===== src/rtl/serial_addsub_pkg.sv =====
// Shared types and sizing helpers for the bit-serial adder/subtractor.
package serial_addsub_pkg;

  typedef enum logic [1:0] {
    IDLE = 2'd0,
    RUN  = 2'd1,
    DONE = 2'd2
  } state_t;

  // Bit counter must hold WIDTH-1; never narrower than one bit.
  function automatic int cnt_width(input int width);
    return (width > 1) ? $clog2(width) : 1;
  endfunction

endpackage


===== src/rtl/serial_fa_cell.sv =====
// Single full-adder cell with its carry flop; the whole arithmetic core of the serial unit.
module serial_fa_cell (
  input  logic clk,
  input  logic reset,
  input  logic load,
  input  logic cin_init,
  input  logic a_bit,
  input  logic b_bit,
  input  logic en,
  output logic s,
  output logic c
);

  logic c_next;

  always_comb begin
    s      = a_bit ^ b_bit ^ c;
    c_next = (a_bit & b_bit) | (c & (a_bit ^ b_bit));
  end

  always_ff @(posedge clk or posedge reset) begin
    if (reset) begin
      c <= 1'b0;
    end else if (load) begin
      c <= cin_init;
    end else if (en) begin
      c <= c_next;
    end
  end

endmodule


===== src/rtl/serial_addsub.sv =====
// Bit-serial WIDTH-bit adder/subtractor, LSB first, one bit per clock.
// Define SERIAL_ADDSUB_OVF_EN to add the signed-overflow output ovf.
module serial_addsub
  import serial_addsub_pkg::*;
#(
  parameter int WIDTH = 8
) (
  input  logic             clk,
  input  logic             reset,
  input  logic             start,
  input  logic             sub,
  input  logic [WIDTH-1:0] a,
  input  logic [WIDTH-1:0] b,
  output logic [WIDTH-1:0] sum,
  output logic             cout,
  output logic             busy,
  output logic             done
`ifdef SERIAL_ADDSUB_OVF_EN
  ,
  output logic             ovf
`endif
);

  localparam int                CNT_W    = cnt_width(WIDTH);
  localparam logic [CNT_W-1:0] CNT_INIT = CNT_W'(WIDTH - 1);

  if (WIDTH < 2 || WIDTH > 64) begin : g_bad_width
    $error("serial_addsub: WIDTH must be in 2..64");
  end

  state_t           state;
  state_t           state_next;
  logic [CNT_W-1:0] cnt;
  logic [WIDTH-1:0] op_a;
  logic [WIDTH-1:0] op_b;
  logic             accept;
  logic             step;
  logic             last;
  logic             s_bit;
  logic             c_bit;
  logic             c_out;

  always_comb begin
    accept = start && (state != RUN);
    step   = (state == RUN);
    last   = step && (cnt == '0);
    c_out  = (op_a[0] & op_b[0]) | (c_bit & (op_a[0] ^ op_b[0]));
  end

  always_ff @(posedge clk or posedge reset) begin
    if (reset) begin
      state <= IDLE;
    end else begin
      state <= state_next;
    end
  end

  always_comb begin
    state_next = state;
    busy       = 1'b0;
    done       = 1'b0;
    case (state)
      IDLE: begin
        if (start) state_next = RUN;
      end
      RUN: begin
        busy = 1'b1;
        if (cnt == '0) state_next = DONE;
      end
      DONE: begin
        done = 1'b1;
        if (start) state_next = RUN;
      end
      default: state_next = IDLE;
    endcase
  end

  serial_fa_cell u_fa (
    .clk      (clk),
    .reset    (reset),
    .load     (accept),
    .cin_init (sub),
    .a_bit    (op_a[0]),
    .b_bit    (op_b[0]),
    .en       (step),
    .s        (s_bit),
    .c        (c_bit)
  );

  // Operand shift registers: B is stored inverted for subtract so the cell only ever adds.
  always_ff @(posedge clk) begin
    if (accept) begin
      op_a <= a;
      op_b <= sub ? ~b : b;
    end else if (step) begin
      op_a <= op_a >> 1;
      op_b <= op_b >> 1;
    end
  end

  always_ff @(posedge clk or posedge reset) begin
    if (reset) begin
      cnt  <= '0;
      sum  <= '0;
      cout <= 1'b0;
    end else if (accept) begin
      cnt <= CNT_INIT;
    end else if (step) begin
      sum <= {s_bit, sum[WIDTH-1:1]};
      if (last) begin
        cout <= c_out;
      end else begin
        cnt <= cnt - 1'b1;
      end
    end
  end

`ifdef SERIAL_ADDSUB_OVF_EN
  // Signed overflow: carry into the MSB differs from carry out of it.
  always_ff @(posedge clk or posedge reset) begin
    if (reset) begin
      ovf <= 1'b0;
    end else if (accept) begin
      ovf <= 1'b0;
    end else if (last) begin
      ovf <= c_bit ^ c_out;
    end
  end
`endif

endmodule


===== config.mk =====
export PLATFORM = sky130hd
export DESIGN_NAME = serial_addsub
export DESIGN_NICKNAME = d
export VERILOG_FILES = /design/src/rtl/serial_addsub_pkg.sv /design/src/rtl/serial_fa_cell.sv /design/src/rtl/serial_addsub.sv
export SDC_FILE = /design/constraint.sdc
export NUM_CORES = 1
export LEC_CHECK = 0
export ABC_CLOCK_PERIOD_IN_PS = 3900
export CAP_MARGIN = 25
export CORE_ASPECT_RATIO = 1.75
export CORE_MARGIN = 4
export CORE_UTILIZATION = 48
export DETAILED_ROUTE_END_ITERATION = 16
export DONT_BUFFER_PORTS = 1
export HOLD_SLACK_MARGIN = 0.03
export PLACE_DENSITY = 0.66
export SLEW_MARGIN = 30
export SYNTH_ARGS = -nofsm -noshare
export SYNTH_HDL_FRONTEND = slang
export SYNTH_SLANG_ARGS = --single-unit
export TNS_END_PERCENT = 1

===== constraint.sdc =====
create_clock -name clk -period 3.9 [get_ports clk]
set_input_delay 0 -clock clk [delete_from_list [all_inputs] [get_ports clk]]
set_output_delay 0 -clock clk [all_outputs]
set_load 0.005 [all_outputs]

==> results.md <==
* N_diodes at 0
* Worst-path cell chain: nand2b_4, or2b_1
* Layout area overhead at 15.88%
* CP max stage delay at 0.64 ns
* Die span in y at 80.90 µm
* Yosys warnings at 0
* DIE AREA at approximately 0.004 mm²
* Adder-Cell Fraction of Synth Area at 0.03090
* Fin nets at 162
* Power Dens Cells at 736.4 mW/mm²
* Async SR Flop Fraction at 0.4839
* Clk_lat worst skew at 0.28 ns
* Dpl hpwl at 1678 µm
* Area fraction in compound gates after synthesis at 0.07811
* Count leader, synth: nand2_1
* Crit path launch type: register
* Largest family of logic cells by synthesized area: simple AND/OR/NAND/NOR gates
* Syn Inst Count at 122
* Core ar. at about 0.0029 mm²
* Final setup fails at 0
* Detailed-route vias per instance at around 5.4
* Synth cell types at 25
* Post-Syn Nets at 145
* Clk network pwr share at 0.183
* Row cnt at 26
* Crit path kind: register to register
* Final hold violation count at 0
* Ports at 31
* Top_reg_cell synth: edfxtp_1
* Cts bufs inserted at 5
* RSZ-0062 raised after global routing: no
* H-tree depth at 2
* Tot GR Track Use at 0.1407
* Worst Path Arrival at 1.56 ns
* Xor and xnor fraction of the mapped netlist area at 0.04807
* Drc violations at 0
* Total gr overflow at 0
* Min Tclk post-route at 1.652 ns
* Max-slew violations at 0
* Wire per inst at about 15 µm
* Initial antenna violation count at 0
* Via count at 903
* Post-Syn Area per Cell at between 10 and 15 µm²
* Layout cells sized above 1 at 0.1214
* RePlAce Congestion at 0.8168
* Vias in the first global route at 952
* Sw frac at 0.3310
* Register area share after synthesis at 0.5871
* Biggest area consumer among synthesized cells: edfxtp_1
* Syn Std Cell Area at 0.001458 mm²
* Buf+Inv Stages, Crit Path at 0
* WL final at 2479 µm
* Switching power at about 0.00041 W
* Least-Margin Pin Slew at roughly 0.67 ns
* DRT Pass-1 Iters at 3
* Status: complete, no violations
* Power Total at 0.001244 W
* Cell Int Power at 0.0008321 W
* Setup TNS at 0 ns
* Mux cell area share after synthesis at 0.07554
* Synth Register Bits at 31
* Global-route wire length before repair at 4167 µm
* Die W at roughly 50 µm
* Max Buffers Root-to-Sink at 2
* Final ANT Viol Nets at 0
* Initial DRC count at 10
* PortBufs at 0
* Post-CTS Setup Bufs at 0
* Final Cycle Share at 0.4236
* Top delay family on crit path: simple AND/OR/NAND/NOR gates
* Post-synth EDFFs at 16
* R2R setup slack at between 2 and 2.5 ns
* Endpoint class of the critical path: register
* Post-synth top cells: nand2_1, edfxtp_1, a21oi_1, dfrtp_1
* Top-area cell type share of the netlist area at 0.3296
* Flop pwr share at 0.501
* Post-cts sizing count at 0
* Min-delay worst type: input port to register
* Area contributors post-synth: edfxtp_1, dfrtp_1, nand2_1, mux2_2, a21oi_1
* Max frequency at 605.3 MHz
* Worst EP required at 3.80 ns
* Initial Utilization at 0.4979
* Hold-fix buffers, CTS at 17
* Worst-path fanout max at 22
* Simple-Gate Fraction of Synth Area at 0.1253
* Worst vdd ir at between 300 and 400 µV
* Slew headroom at 0.5529
* CTS clk-pin slew, worst paths at approximately 0.060 ns
* Max stage delay cell, worst path: or2b_1
* Max-cap violation count at 0
* Largest net degree at the start of global routing at 23
* Clock sink total at 31
* Clk root buf: clkbuf_8
* Static Leak at 0.7385 nW
* Setup Skew at 0.006132 ns
* TritonCTS clock tree: done
* Logic pwr share at 0.316
==> path summary, 6_finish.rpt <==
check                      startpoint        to  cells after the start
hold reg to reg                sum[0]    sum[0]                      2
max in group asynchronous       reset  state[1]                      2
setup reg to reg             state[1]   op_b[0]                      2
setup / recovery             state[1]   op_b[0]                      2
hold / removal                   b[4]   op_b[4]                      2
min in group asynchronous       reset    cnt[0]                      2
==> power by group through the flow <==
| stage | Combinational (W) | Clock (W) | Sequential [W] |
|---|---|---|---|
| final | 0.000393 | 0.000228 | 0.000623 |
| after global routing | 0.000454 | 0.000250 | 0.000642 |
| after CTS | 0.000398 | 0.000233 | 0.000625 |
| after detailed placement | 0.000382 | 0 | 0.000630 |
| after global placement | 0.000364 | 0 | 0.000624 |
| after floorplan | 0.000356 | 0 | 0.000607 |
==> state kept, by name (all words and copies together), names as in the netlist <==
| name | cells |
|---|---|
| op_a | 8 |
| op_b | 8 |
| sum | 8 |
| cnt | 3 |
| state | 2 |
| cout | 1 |
| u_fa.c | 1 |
==> cells by family (layout without fill, tap and decap cells) <==
family | count (synthesis) | count (layout)
DFF | 31 | 31
buffers and inverters | 14 | 32
AOI/OAI and AO/OA | 21 | 21
xor gates and xnor gates | 8 | 8
muxes | 10 | 10
adders and majority gates | 3 | 3
and+or+nand+nor | 35 | 35
==> cell usage in the layout (no fill, tap or decap), types with 2 or more instances in the layout <==
| cell type | n |
|---|---|
| a21oi_1 | 15 |
| clkbuf_8 | 5 |
| clkinv_1 | 2 |
| dfrtp_1 | 15 |
| dlygate4sd3_1 | 17 |
| edfxtp_1 | 16 |
| ha_1 | 2 |
| inv_1 | 7 |
| mux2_2 | 8 |
| mux2i_1 | 2 |
| nand2_1 | 27 |
| o21ai_0 | 3 |
| xnor2_1 | 8 |
==> metal layers <==
metal	part of all wire	GRT usage	vias to the layer above
li1	-	-	444
met1	0.39	0.1415	422
met2	0.52	0.2520	31
met3	0.062	0.05321	6
met4	0.021	0.06648	0
met5	0	0	-
==> through the flow <==
step	cells	cell area (µm²)	utilization	hold slack (ns)	setup WS, ns
6_report	168	1689	0.5769	0.02635	2.248
5_1_grt	168	1689	0.5769	0.03340	2.174
4_1_cts	168	1689	0.5769	0.03163	2.250
3_5_place_dp	143	1439	0.4915	-0.03558	2.248
3_3_place_gp	143	1439	0.4915	-0.03668	2.312
2_1_floorplan	122	1458	-	-0.09852	2.420
==> final cells by class <==
| cell class | instances | area, µm² |
|---|---|---|
| well taps | 28 | 35.03 |
| clock buffers | 6 | 72.57 |
| fillers | 245 | 1239 |
| clock inverters | 2 | 7.507 |
| repair buffers | 17 | 170.2 |
| multi-input cells | 77 | 521.8 |
| inverters | 7 | 26.28 |
| flip-flops and latches | 31 | 855.8 |
(Power assumes the default switching activity.)
